<file path="src/rtl/vga_game_pkg.sv">
// Shared VGA game definitions: death overlay FSM states, RGB332 colours,
// and screen geometry.
package vga_game_pkg;

    typedef enum logic [1:0] {
        IDLE  = 2'd0,
        FLASH = 2'd1,
        FADE  = 2'd2,
        HOLD  = 2'd3
    } death_state_t;

    localparam logic [7:0]  BLACK             = 8'h00;
    localparam logic [7:0]  FLASH_RGB_DEFAULT = 8'hE0;

    localparam int unsigned SCREEN_W_DEFAULT  = 640;
    localparam int unsigned SCREEN_H_DEFAULT  = 480;

    // Fade level at which the screen is fully covered
    localparam logic [4:0]  LEVEL_MAX         = 5'd16;

endpackage

</file>
<file path="src/rtl/death_bayer4x4.sv">
// 4x4 ordered-dither (Bayer) threshold lookup, purely combinational.
module death_bayer4x4 (
    input  logic [1:0] x,
    input  logic [1:0] y,
    output logic [3:0] threshold
);

    // Table lookup indexed by {row, column}
    always_comb begin
        threshold = 4'd0;
        case ({y, x})
            4'b00_00: threshold = 4'd0;
            4'b00_01: threshold = 4'd8;
            4'b00_10: threshold = 4'd2;
            4'b00_11: threshold = 4'd10;
            4'b01_00: threshold = 4'd12;
            4'b01_01: threshold = 4'd4;
            4'b01_10: threshold = 4'd14;
            4'b01_11: threshold = 4'd6;
            4'b10_00: threshold = 4'd3;
            4'b10_01: threshold = 4'd11;
            4'b10_10: threshold = 4'd1;
            4'b10_11: threshold = 4'd9;
            4'b11_00: threshold = 4'd15;
            4'b11_01: threshold = 4'd7;
            4'b11_10: threshold = 4'd13;
            4'b11_11: threshold = 4'd5;
            default:  threshold = 4'd0;
        endcase
    end

endmodule

</file>
<file path="src/rtl/death_overlay_fader.sv">
// Player-death screen overlay: flashes, dithers to black over 16 levels,
// then holds black until a restart is requested.
module death_overlay_fader
    import vga_game_pkg::*;
#(
    parameter int unsigned FLASH_FRAMES = 16,
    parameter int unsigned FADE_STEP    = 4,
    parameter logic [7:0]  FLASH_RGB    = FLASH_RGB_DEFAULT,
    parameter int unsigned SCREEN_W     = SCREEN_W_DEFAULT,
    parameter int unsigned SCREEN_H     = SCREEN_H_DEFAULT
) (
    input  logic        clk,
    input  logic        resetN,
    input  logic        startOfFrame,
    input  logic [10:0] pixelX,
    input  logic [10:0] pixelY,
    input  logic        deathEvent,
    input  logic        restartReq,
    output logic        deathForeground_dr,
    output logic [7:0]  deathForegroundRGB,
    output logic        deathActive,
    output logic        gameOverDone
);

    localparam logic [5:0] FLASH_LAST = 6'(FLASH_FRAMES - 1);
    localparam logic [5:0] FADE_LAST  = 6'(FADE_STEP - 1);

    death_state_t r_state;
    death_state_t w_state_next;
    logic [5:0]   r_frameCnt;
    logic [5:0]   w_frameCnt_next;
    logic [4:0]   r_level;
    logic [4:0]   w_level_next;

    logic [3:0]   w_threshold;
    logic         w_inScreen;
    logic         w_draw;
    logic [7:0]   w_rgb;

    logic         r_dr;
    logic [7:0]   r_rgb;
    logic         r_gameOverDone;

    death_bayer4x4 u_bayer (
        .x         (pixelX[1:0]),
        .y         (pixelY[1:0]),
        .threshold (w_threshold)
    );

    assign w_inScreen = (32'(pixelX) < SCREEN_W) && (32'(pixelY) < SCREEN_H);

    // State and counter registers
    always_ff @(posedge clk or negedge resetN) begin
        if (!resetN) begin
            r_state    <= IDLE;
            r_frameCnt <= '0;
            r_level    <= '0;
        end else begin
            r_state    <= w_state_next;
            r_frameCnt <= w_frameCnt_next;
            r_level    <= w_level_next;
        end
    end

    // Next-state and counter update; frameCnt clears on every state change
    always_comb begin
        w_state_next    = r_state;
        w_frameCnt_next = r_frameCnt;
        w_level_next    = r_level;
        case (r_state)
            IDLE: begin
                if (deathEvent) begin
                    w_state_next    = FLASH;
                    w_frameCnt_next = '0;
                    w_level_next    = '0;
                end
            end
            FLASH: begin
                if (startOfFrame) begin
                    if (r_frameCnt == FLASH_LAST) begin
                        w_state_next    = FADE;
                        w_frameCnt_next = '0;
                        w_level_next    = 5'd1;
                    end else begin
                        w_frameCnt_next = r_frameCnt + 6'd1;
                    end
                end
            end
            FADE: begin
                if (startOfFrame) begin
                    if (r_frameCnt == FADE_LAST) begin
                        w_frameCnt_next = '0;
                        if (r_level < LEVEL_MAX) begin
                            w_level_next = r_level + 5'd1;
                        end else begin
                            w_state_next = HOLD;
                        end
                    end else begin
                        w_frameCnt_next = r_frameCnt + 6'd1;
                    end
                end
            end
            HOLD: begin
                if (restartReq) begin
                    w_state_next    = IDLE;
                    w_frameCnt_next = '0;
                    w_level_next    = '0;
                end
            end
            default: begin
                w_state_next    = IDLE;
                w_frameCnt_next = '0;
                w_level_next    = '0;
            end
        endcase
    end

    // Per-pixel overlay decision for the current state
    always_comb begin
        w_draw = 1'b0;
        w_rgb  = BLACK;
        case (r_state)
            FLASH: begin
                if (!r_frameCnt[2]) begin
                    w_draw = 1'b1;
                    w_rgb  = FLASH_RGB;
                end
            end
            FADE: begin
                if ({1'b0, w_threshold} < r_level) begin
                    w_draw = 1'b1;
                end
            end
            HOLD: begin
                w_draw = 1'b1;
            end
            default: begin
                w_draw = 1'b0;
            end
        endcase
    end

    // Output register stage aligned with the object mux; done pulses on HOLD entry
    always_ff @(posedge clk or negedge resetN) begin
        if (!resetN) begin
            r_dr           <= 1'b0;
            r_rgb          <= BLACK;
            r_gameOverDone <= 1'b0;
        end else begin
            r_dr           <= w_draw && w_inScreen;
            r_rgb          <= (w_draw && w_inScreen) ? w_rgb : BLACK;
            r_gameOverDone <= (w_state_next == HOLD) && (r_state != HOLD);
        end
    end

    assign deathForeground_dr = r_dr;
    assign deathForegroundRGB = r_rgb;
    assign gameOverDone       = r_gameOverDone;
    assign deathActive        = (r_state != IDLE);

endmodule
</file>
<file path="config.mk">
export PLATFORM = sky130hd
export DESIGN_NAME = death_overlay_fader
export DESIGN_NICKNAME = d
export VERILOG_FILES = /design/src/rtl/vga_game_pkg.sv /design/src/rtl/death_bayer4x4.sv /design/src/rtl/death_overlay_fader.sv
export SDC_FILE = /design/constraint.sdc
export NUM_CORES = 1
export LEC_CHECK = 0
export CORE_MARGIN = 2
export CORE_UTILIZATION = 40
export CTS_BUF_LIST = sky130_fd_sc_hd__clkbuf_16
export DETAILED_ROUTE_END_ITERATION = 6
export HOLD_SLACK_MARGIN = 0.12
export MAX_ROUTING_LAYER = met4
export PLACE_DENSITY_LB_ADDON = 0.1
export REMOVE_ABC_BUFFERS = 1
export SETUP_SLACK_MARGIN = 0.02
export SLEW_MARGIN = 20
export SYNTH_ARGS = -nofsm -noshare
export SYNTH_HDL_FRONTEND = slang
export SYNTH_HIERARCHICAL = 1
export SYNTH_SLANG_ARGS = --single-unit
</file>
<file path="constraint.sdc">
create_clock -name clk -period 3.2 [get_ports clk]
set_clock_uncertainty 0.05 [all_clocks]
set_input_delay 0.48 -clock clk [delete_from_list [all_inputs] [get_ports clk]]
set_output_delay 0.48 -clock clk [all_outputs]
set_load 0.02 [all_outputs]
</file>
* Yosys cells after proc, flatten, opt, wreduce, memory -nomap -nowiden
Memory sizes are Yosys's and may differ from the RTL's.
Cells that the tools add are included.
** Cells by class
- Multiplexer cells :: 29
- $add $sub $neg :: 2
- Equality and inequality tests :: 14
- Reduce and logical (&&, ||, !) cells :: 7
- $lt $le $gt $ge :: 4
** Operator list (number)
- $mux W6 :: 6
- $mux W5 :: 7
- $mux W8 :: 3
- $pmux W6 S4 :: 1
- $pmux W5 S4 :: 1
- $ne A2 B2 Y1 const B :: 8
- $mux W2 :: 7
- $lt A11 B10 Y1 const B :: 1
- $lt A11 B9 Y1 const B :: 1
- $pmux W2 S4 :: 1
- $reduce_and A7 Y1 :: 1
- $add A6 B1 Y6 const B :: 1
- $eq A2 B2 Y1 const B :: 3
- $eq A6 B2 Y1 const B :: 1
- $eq A6 B4 Y1 const B :: 1
- $add A5 B1 Y5 const B :: 1
- $lt A4 B5 Y1 :: 1
- $lt A5 B5 Y1 const B :: 1
- $reduce_and A4 Y1 :: 1
- $logic_and A1 B1 Y1 :: 3
- $pmux W1 S3 :: 1
- $eq A2 B1 Y1 const B :: 1
- $logic_not A2 Y1 :: 1
- $mux W1 :: 2
- $reduce_bool A2 Y1 :: 1
** Storage, ports and cells
- Output and inout port bits :: 11
- Memory bits (read-only) :: 64
- Memories kept :: 1
- Word-level logic and storage cells :: 63
- Register bits after elaboration :: 23
** Memory list
- (name not given) :: depth 16, bits a word 4, read ports 1, clocked after memory_dff 0, wr ports 0, RTL line death_bayer4x4.sv:11 : case ({y, x})

* Logic depth before layout (Yosys ltp)
Gate-level depths: netlist of the first run.
- Depth in word-level cells :: 7
- Depth in mapped cells :: 7

* Hierarchy
The synthesis of the first run kept the hierarchy.
** Modules (own cells, without submodules)
- death_overlay_fader :: area an instance 1247.4 µm², cells an instance 144, seq. area each 400.4 µm², instances 1
- death_bayer4x4 :: area an instance 32.5 µm², cells an instance 4, seq. area each 0.0 µm², instances 1

* Least setup slack after synthesis of the first run
No wires, ideal clock.
- Path kind :: reg-to-reg
- Start point :: register r_frameCnt[0]
- End point :: register r_level[0]
- Setup slack :: 1.076 ns
- Required time :: 3.064 ns
- Arrival time :: 1.988 ns
- Clock period less this slack :: 2.124 ns
- Stages on the path, launching flop included :: 6
- Library setup time :: 0.086 ns
- Cell sequence :: dfrtp_1 -> ha_1 -> or3b_4 -> o32a_4 -> or4_4 -> o221ai_2
** Between the ends
- Longest elaborated chain between the ends :: 3
- Elaborated cells between the ends (all ways) :: 5
- Classes of those cells :: 4 x eq/ne; 1 x reduce/logical
** Ends and longest elaborated chain
- start, declared :: RTL line death_overlay_fader.sv:30 : logic [5:0] r_frameCnt;
- start signal, assigned :: RTL line death_overlay_fader.sv:60 : r_frameCnt <= w_frameCnt_next;
- $eq A6 B2 Y1 or $eq A6 B4 Y1 (tied branches) :: RTL line death_overlay_fader.sv:91, death_overlay_fader.sv:80
- $ne A2 B2 Y1 (no source line)
- $reduce_and A7 Y1 (no source line) *
- end signal, assigned :: RTL line death_overlay_fader.sv:61 : r_level <= w_level_next;
- end, declared :: RTL line death_overlay_fader.sv:32 : logic [4:0] r_level;
Mark *: on every way between the ends. The rest lies on a longest branch, timed or not.
A chain may end at the register's enable or synchronous reset.

* Final worst setup path of the first run
Ends and elaborated chain as after synthesis.

==> results summary, run 1 <==
The count of buffers inserted at the top-level ports is 24. The clock insertion delay at the later pin of the skew report came out at 0.25 ns. The number of detailed-routing iterations run before antenna repair is 4.

Headroom to the max-slew limit came out at 48.7%. The core area is 0.00305 mm2. The endpoint required time on the critical path came out at 3.32 ns. The share of synthesized flip-flops with an asynchronous set or reset came out at 100%. Cells with a size suffix above 1 make up 8.93% of the layout. The register-to-register setup slack came out at 0.93 ns. The library cell used most frequently in the layout, excluding fill and tap cells, is clkdlybuf4s50_1.

The chip height is 60.6 um. In this run the number of H-tree levels came out at 1. Clock tree synthesis selected as its root buffer the cell clkbuf_16. The clock tree buffer depth is 2. The number of fill cells came out at 300. The number of placed I/O pins came out at 38. The worst setup path category is flip-flop to flip-flop. The ratio of final minimum period to clock period is 71.1%. In this run the worst hold path is classified as flip-flop to flip-flop. The cell count after synthesis came out at 148. The via count of the first global-routing pass is 1035. The average footprint of a synthesized cell is 8.65 um2. The clock transition time at the flip-flop clock pins of the worst setup and hold paths came out at 0.05 ns. The data arrival time of the critical path is 2.39 ns. The final setup violation count came out at 0. TritonCTS created 3 clock buffers. The flip-flop cell with the highest count after synthesis is dfrtp_1. The first global-routing pass estimated 4730 um of wire. The areal power density over the cells came out at 532 mW/mm2.

Timing would allow up to 0.440 GHz. The cell taking the most area after synthesis is dfrtp_1. The flow ran to the end, and the final reports show no timing, DRC or antenna violations. In this run the cell area of the synthesized design comes to 0.00128 mm2. The total negative setup slack came out at 0 ns. Using the TritonRoute via totals, the vias-per-cell ratio works out to 5.23. The HPWL after detailed placement came out at 2190 um. The number of stages on the worst hold path is 2. The floorplan step set the die width to 60.6 um. STA classifies the critical path startpoint as a flip-flop.

The worst-case reg-to-reg path depth is 5. In the final design database the tool counted 206 nets. The number of antenna violations at the first check in global routing was 0. Setup repair after global routing left no endpoint under its margin. The number of hold violations in the final report came to 0. The post-place instance area came out at 0.00151 mm2.

The worst hold margin is 0.472 ns. The area used by multi-input combinational logic is 767 um2. The area growth from synthesis to layout is 24.2%. The worst-case IR drop observed on VDD is 0.000304 V. The number of synthesized register bits came out at 16. The largest net degree at the start of global routing is 17. The number of unique standard cell types used by synthesis is 47. Wires add up to 2830 um. STA classifies the critical path endpoint as a flip-flop. The share of the synthesized area in the top cell type came out at 31.3%. The total track usage is 18.0%. The leakage power total is 0.000652 uW. The TritonCTS clock tree is done. The violation count after the first detailed-routing iteration came out at 25. The number of maximum-capacitance constraint violations is 0. The sequential share of the synthesized area came out at 31.3%. The largest fanout on the critical path came out at 8. The number of setup buffers added after CTS is 0. The design area came out at 0.00159 mm2. The routability congestion estimate is 0.881. The number of warnings reported in the yosys synthesis log is 6. The starting density of the core is 41.9%. The total congestion overflow is 0. The total via count in the routed design came out at 1108.

The row count came out at 20. The number of pins with negative max-slew slack in the final report came to 0. The number of gates resized after cts is 0. After detailed routing, the average wire length per cell comes to 13.3 um. The count of antenna-violating nets left after detailed routing is 0. The CTS sink count came out at 16. The slew at the pin closest to its max-slew limit came out at 0.768 ns. The area of all sequential standard cells came out at 400 um2.

The top cell types in the final layout, fill and taps aside, are clkdlybuf4s50_1 (24), nand2_1 (17), dfrtp_1 (16). The number of DRC violations after detailed routing is 0. Ranked by total cell area, the synthesized netlist is headed by dfrtp_1 (31%), ha_1 (9.8%), buf_4 (5.3%).

The number of flops mapped to enable cells by yosys is 0. The number of antenna cells inserted came out at 0. The count of hold buffers inserted by post-cts repair came out at 0. The die covers 0.00367 mm2. The post-route minimum period is 2.27 ns.
## power by group
part	switching [uW]	internal (uW)	total (uW)	leakage (uW)
Clock	81.8	166	248	0.0000385
Combinational	195	152	347	0.000395
Sequential	26.8	225	252	0.000218
## critical path, cell delays in order (launching register included)
cell and delay, ns:
dfrtp_1 0.38, ha_1 0.25, or3b_4 0.42, o32a_4 0.41
or4_4 0.51, o221ai_2 0.16
## cell type report
class	count	share of cell area (%)
Sequential cell	16	25.2
Multi-Input combinational cell	111	48.2
Clock inverter	1	0.236
Tap cell	44	3.46
Inverter	13	3.07
Timing Repair Buffer	24	15.1
Clock buffer	3	4.72
## cells in the mapped netlist (2+ instances only)
master and number:
a211oi_1 3, or2_2 3, nor2_1 6, xor2_1 2, nand4_1 2, o21ai_0 6
nand3_1 9, o211ai_1 5, clkbuf_1 3, a21oi_1 4, nand2_1 17, inv_1 13
nand2b_1 4, ha_1 10, buf_4 9, dfrtp_1 16, nor4_1 3, o311ai_0 2
and2_1 2, nor2b_1 2
## state kept, by name, summed over array words and instances, names as in the netlist
name and flops:
r_level 5, r_state 2, deathForegroundRGB 1, r_frameCnt 6, gameOverDone 1, deathForeground_dr 1
## kinds of logic after synthesis
kind of cell / after synthesis / synth area share (%)
AOI/OAI and AO/OA: 37 / 23.1
xor gates and xnor gates: 2 / 1.37
adders and majority gates: 10 / 9.78
buffers and inverters: 25 / 9.97
DFF: 16 / 31.3
other: 1 / 0.293
and+or+nand+nor: 57 / 24.2
## path summary, 6_finish.rpt
kind,from,end
min reg2reg,r_frameCnt[1]$_DFFE_PN0P_,r_frameCnt[1]$_DFFE_PN0P_
max in group asynchronous,resetN,deathForeground_dr$_DFF_PN0_
min,r_frameCnt[1]$_DFFE_PN0P_,r_frameCnt[1]$_DFFE_PN0P_
min in group asynchronous,resetN,r_frameCnt[0]$_DFFE_PN0P_
max reg2reg,r_frameCnt[0]$_DFFE_PN0P_,r_level[0]$_DFFE_PN0P_
max,r_frameCnt[0]$_DFFE_PN0P_,r_level[0]$_DFFE_PN0P_
## through the flow
stage	util (%)	total power (uW)	setup WS, ns	instances
2_1_floorplan	-	497	1.08	140
3_3_place_gp	49.5	595	0.851	208
3_5_place_dp	49.5	603	0.854	208
4_1_cts	52.1	857	0.914	212
5_1_grt	52.1	913	0.688	212
6_report	52.1	847	0.926	212
## metal layers
layer | routed length, um | GRT usage, % | vias to the layer above
met5 | 0 | - | -
met4 | 27 | 4.66 | 0
met3 | 84 | 3.84 | 4
met2 | 1400 | 30.0 | 24
met1 | 1320 | 22.1 | 513
li1 | - | - | 567
Power figures use the tool's default switching activity.
==> run 2: changes to the inputs <==
==> constraint.sdc (replaced) <==
create_clock -name clk -period 2.2 [get_ports clk]
set_clock_uncertainty 0.05 [all_clocks]
set_input_delay 0.33 -clock clk [delete_from_list [all_inputs] [get_ports clk]]
set_output_delay 0.33 -clock clk [all_outputs]
set_load 0.02 [all_outputs]
==> results summary, run 2 (synthesis results as in run 1) <==
The flow ran to the end, and the final reports show no timing, DRC or antenna violations. The total negative setup slack came to 0 ns (unchanged). The HPWL after detailed placement came out at 2270 um (+3.6%). The number of maximum-capacitance constraint violations is 0 (unchanged).

The CTS sink count was 16 (unchanged). The total via count in the routed design came out at 1190 (+7.4%). The number of standard cells in the final layout excluding fillers is 221 (+4.2%). The number of nets in the final layout is 215 (+4.4%). The fmax came out at 0.470 GHz (+7.0%). TritonCTS built the clock tree.

The die span in x is 60.6 um (unchanged). The largest fanout on the critical path came out at 4 (-4). Leaving out fill and tap cells, the most frequent cells in the layout are clkdlybuf4s50_1 (24), nand2_1 (17), dfrtp_1 (16). The number of DRC violations after detailed routing is 0 (unchanged). The violation count after the first detailed-routing iteration came out at 38 (+52%). The final standard cell utilization of the core is 55.0% (+2.9 points). The min-delay analysis places its worst path in the category input pin to asynchronous set/reset pin. The clock insertion delay at the later pin of the skew report came to 0.25 ns (about the same). The maximum vdd drop came out at 0.000503 V (+65%). The count of antenna-violating nets left after detailed routing is 0 (unchanged). The count of hold buffers inserted by post-cts repair came out at 0 (unchanged). The cell total after placement is 216 (+3.8%). The first-pass GRT wire length is 4570 um (-3.5%). The clock tree buffer depth came out at 2 (unchanged). The areal power density over the cells is 772 mW/mm2 (+45%). The leakage power total is 0.000694 uW (+6.5%). The worst setup path is of the flip-flop to flip-flop kind.

The total congestion overflow came out at 0 (unchanged). The core area is 0.00305 mm2 (unchanged). The data arrival time of the critical path is 2.24 ns (-0.15 ns). The proportion of layout cells with a drive suffix above 1 came out at 14.1% (+5.2 points). The via count normalized by instance count came out at 5.38 (+3.0%). The endpoint required time on the critical path came out at 2.32 ns (-1.00 ns). In the final layout, the registers with the most flip-flops are r_frameCnt (6), r_level (5), r_state (2). The post-route minimum period came to 2.13 ns (-0.148 ns). The chip height is 60.6 um (unchanged). The total track usage came out at 17.3% (-0.66 points).

The number of flip-flops in the largest register is 6 (unchanged). The number of antenna violations at the first check in global routing is 0 (unchanged). The row count came out at 20 (unchanged).

The final setup violation count came out at 0 (unchanged). The final wirelength is 2930 um (+3.5%). The number of pins with negative max-slew slack in the final report came out at 0 (unchanged). The number of placed I/O pins came to 38 (unchanged).

The cell at the root of the clock tree is clkbuf_16. The number of detailed-routing iterations run before antenna repair was 4 (unchanged). The routed length per instance is 13.2 um (-0.75%). The routability congestion estimate is 0.896 (+1.8%). The number of antenna cells inserted is 0 (unchanged). STA classifies the critical path startpoint as a flip-flop. The clock transition time at the flip-flop clock pins of the worst setup and hold paths is 0.05 ns (about the same). The commonest non-fill, non-tap cell in the layout is clkdlybuf4s50_1. The floorplan die area is 0.00367 mm2 (unchanged).

The clock buffer count from CTS is 3 (unchanged). Setup repair after global routing could not meet its margin everywhere. The ratio of final minimum period to clock period came out at 96.6% (+26 points). The largest net degree at the start of global routing came to 17 (unchanged). The count of buffers inserted at the top-level ports came out at 24 (unchanged).

The maximum level of the CTS H-tree came out at 1 (unchanged). The starting density of the core is 41.9% (unchanged). The register-to-register setup slack is 0.07 ns (-0.85 ns). The number of hold violations in the final report came out at 0 (unchanged). The via count of the first global-routing pass is 1082 (+4.5%). The signed area change from the synthesized netlist to the final layout is 31.2%. The total power draw came out at 1300 uW (+53%). The worst setup path is captured at a flip-flop. The register with the highest flop count is r_frameCnt.
[run 2: stage by stage]
| step | hold slack (ns) | instance area [um2] | setup slack [ns] |
|---|---|---|---|
| finish | 0.367 | 1680 | 0.0744 |
| CTS | 0.375 | 1650 | 0.0732 |
| floorplan | -0.0156 | 1220 | 0.0761 |
| global route | 0.386 | 1680 | -0.0160 |
| detailed placement | 0.468 | 1570 | 0.0837 |
| global placement | 0.447 | 1570 | 0.101 |
[run 2: area by class of cell]
type | count | area (um2)
Tap cell | 44 | 55.1
Clock buffer | 3 | 75.1
Sequential cell | 16 | 400
Inverter | 13 | 48.8
Multi-Input combinational cell | 111 | 788
Clock inverter | 1 | 3.75
Fill cell | 304 | 1370
Timing Repair Buffer | 33 | 308
[run 2: worst max-delay path, cell delays in order, from the launching register on]
cell,delay (ns)
dfrtp_1,0.36
ha_2,0.18
or3b_4,0.39
o32a_4,0.34
or4_4,0.54
o221ai_2,0.18
[run 2: metal layers]
metal | track usage, % | up-vias | wire length, um
met5 | - | - | 0
met4 | 8.70 | 0 | 59
met3 | 2.35 | 7 | 126
met2 | 28.3 | 40 | 1440
met1 | 20.8 | 557 | 1300
li1 | - | 586 | -
[run 2: path summary, 6_finish.rpt]
path                                            from                   endpoint  cells after the start
max in group asynchronous                     resetN  r_frameCnt[5]$_DFFE_PN0P_                      2
max reg2reg                r_frameCnt[1]$_DFFE_PN0P_     r_level[0]$_DFFE_PN0P_                      5
min                                           resetN     r_level[4]$_DFFE_PN0P_                      2
min in group clk              r_level[4]$_DFFE_PN0P_     r_level[4]$_DFFE_PN0P_                      1
max                        r_frameCnt[1]$_DFFE_PN0P_     r_level[0]$_DFFE_PN0P_                      5
min reg2reg                   r_level[4]$_DFFE_PN0P_     r_level[4]$_DFFE_PN0P_                      1
[run 2: repair_timing]
item | 4_1_cts | 5_1_grt
buffers inserted | 0 | 1
resized for setup | 0 | 3
endpoints found under the setup margin | 0 | 5
[run 2: power by group]
part | switching, uW | total (uW) | internal, uW
Combinational | 303 | 568 | 265
Sequential | 36.3 | 363 | 327
Clock | 124 | 366 | 242
Total | 463 | 1300 | 833
==> run 3: changes to the inputs <==
--- a/config.mk
+++ b/config.mk
@@ -9,7 +9,8 @@
 export CORE_UTILIZATION = 40
 export CTS_BUF_LIST = sky130_fd_sc_hd__clkbuf_16
 export DETAILED_ROUTE_END_ITERATION = 6
-export HOLD_SLACK_MARGIN = 0.12
+export GPL_TIMING_DRIVEN = 1
+export HOLD_SLACK_MARGIN = 0.03
 export MAX_ROUTING_LAYER = met4
 export PLACE_DENSITY_LB_ADDON = 0.1
 export REMOVE_ABC_BUFFERS = 1
==> results of run 3 <==
Same layout as run 2: the final DEF is identical, and so are final timing and power.
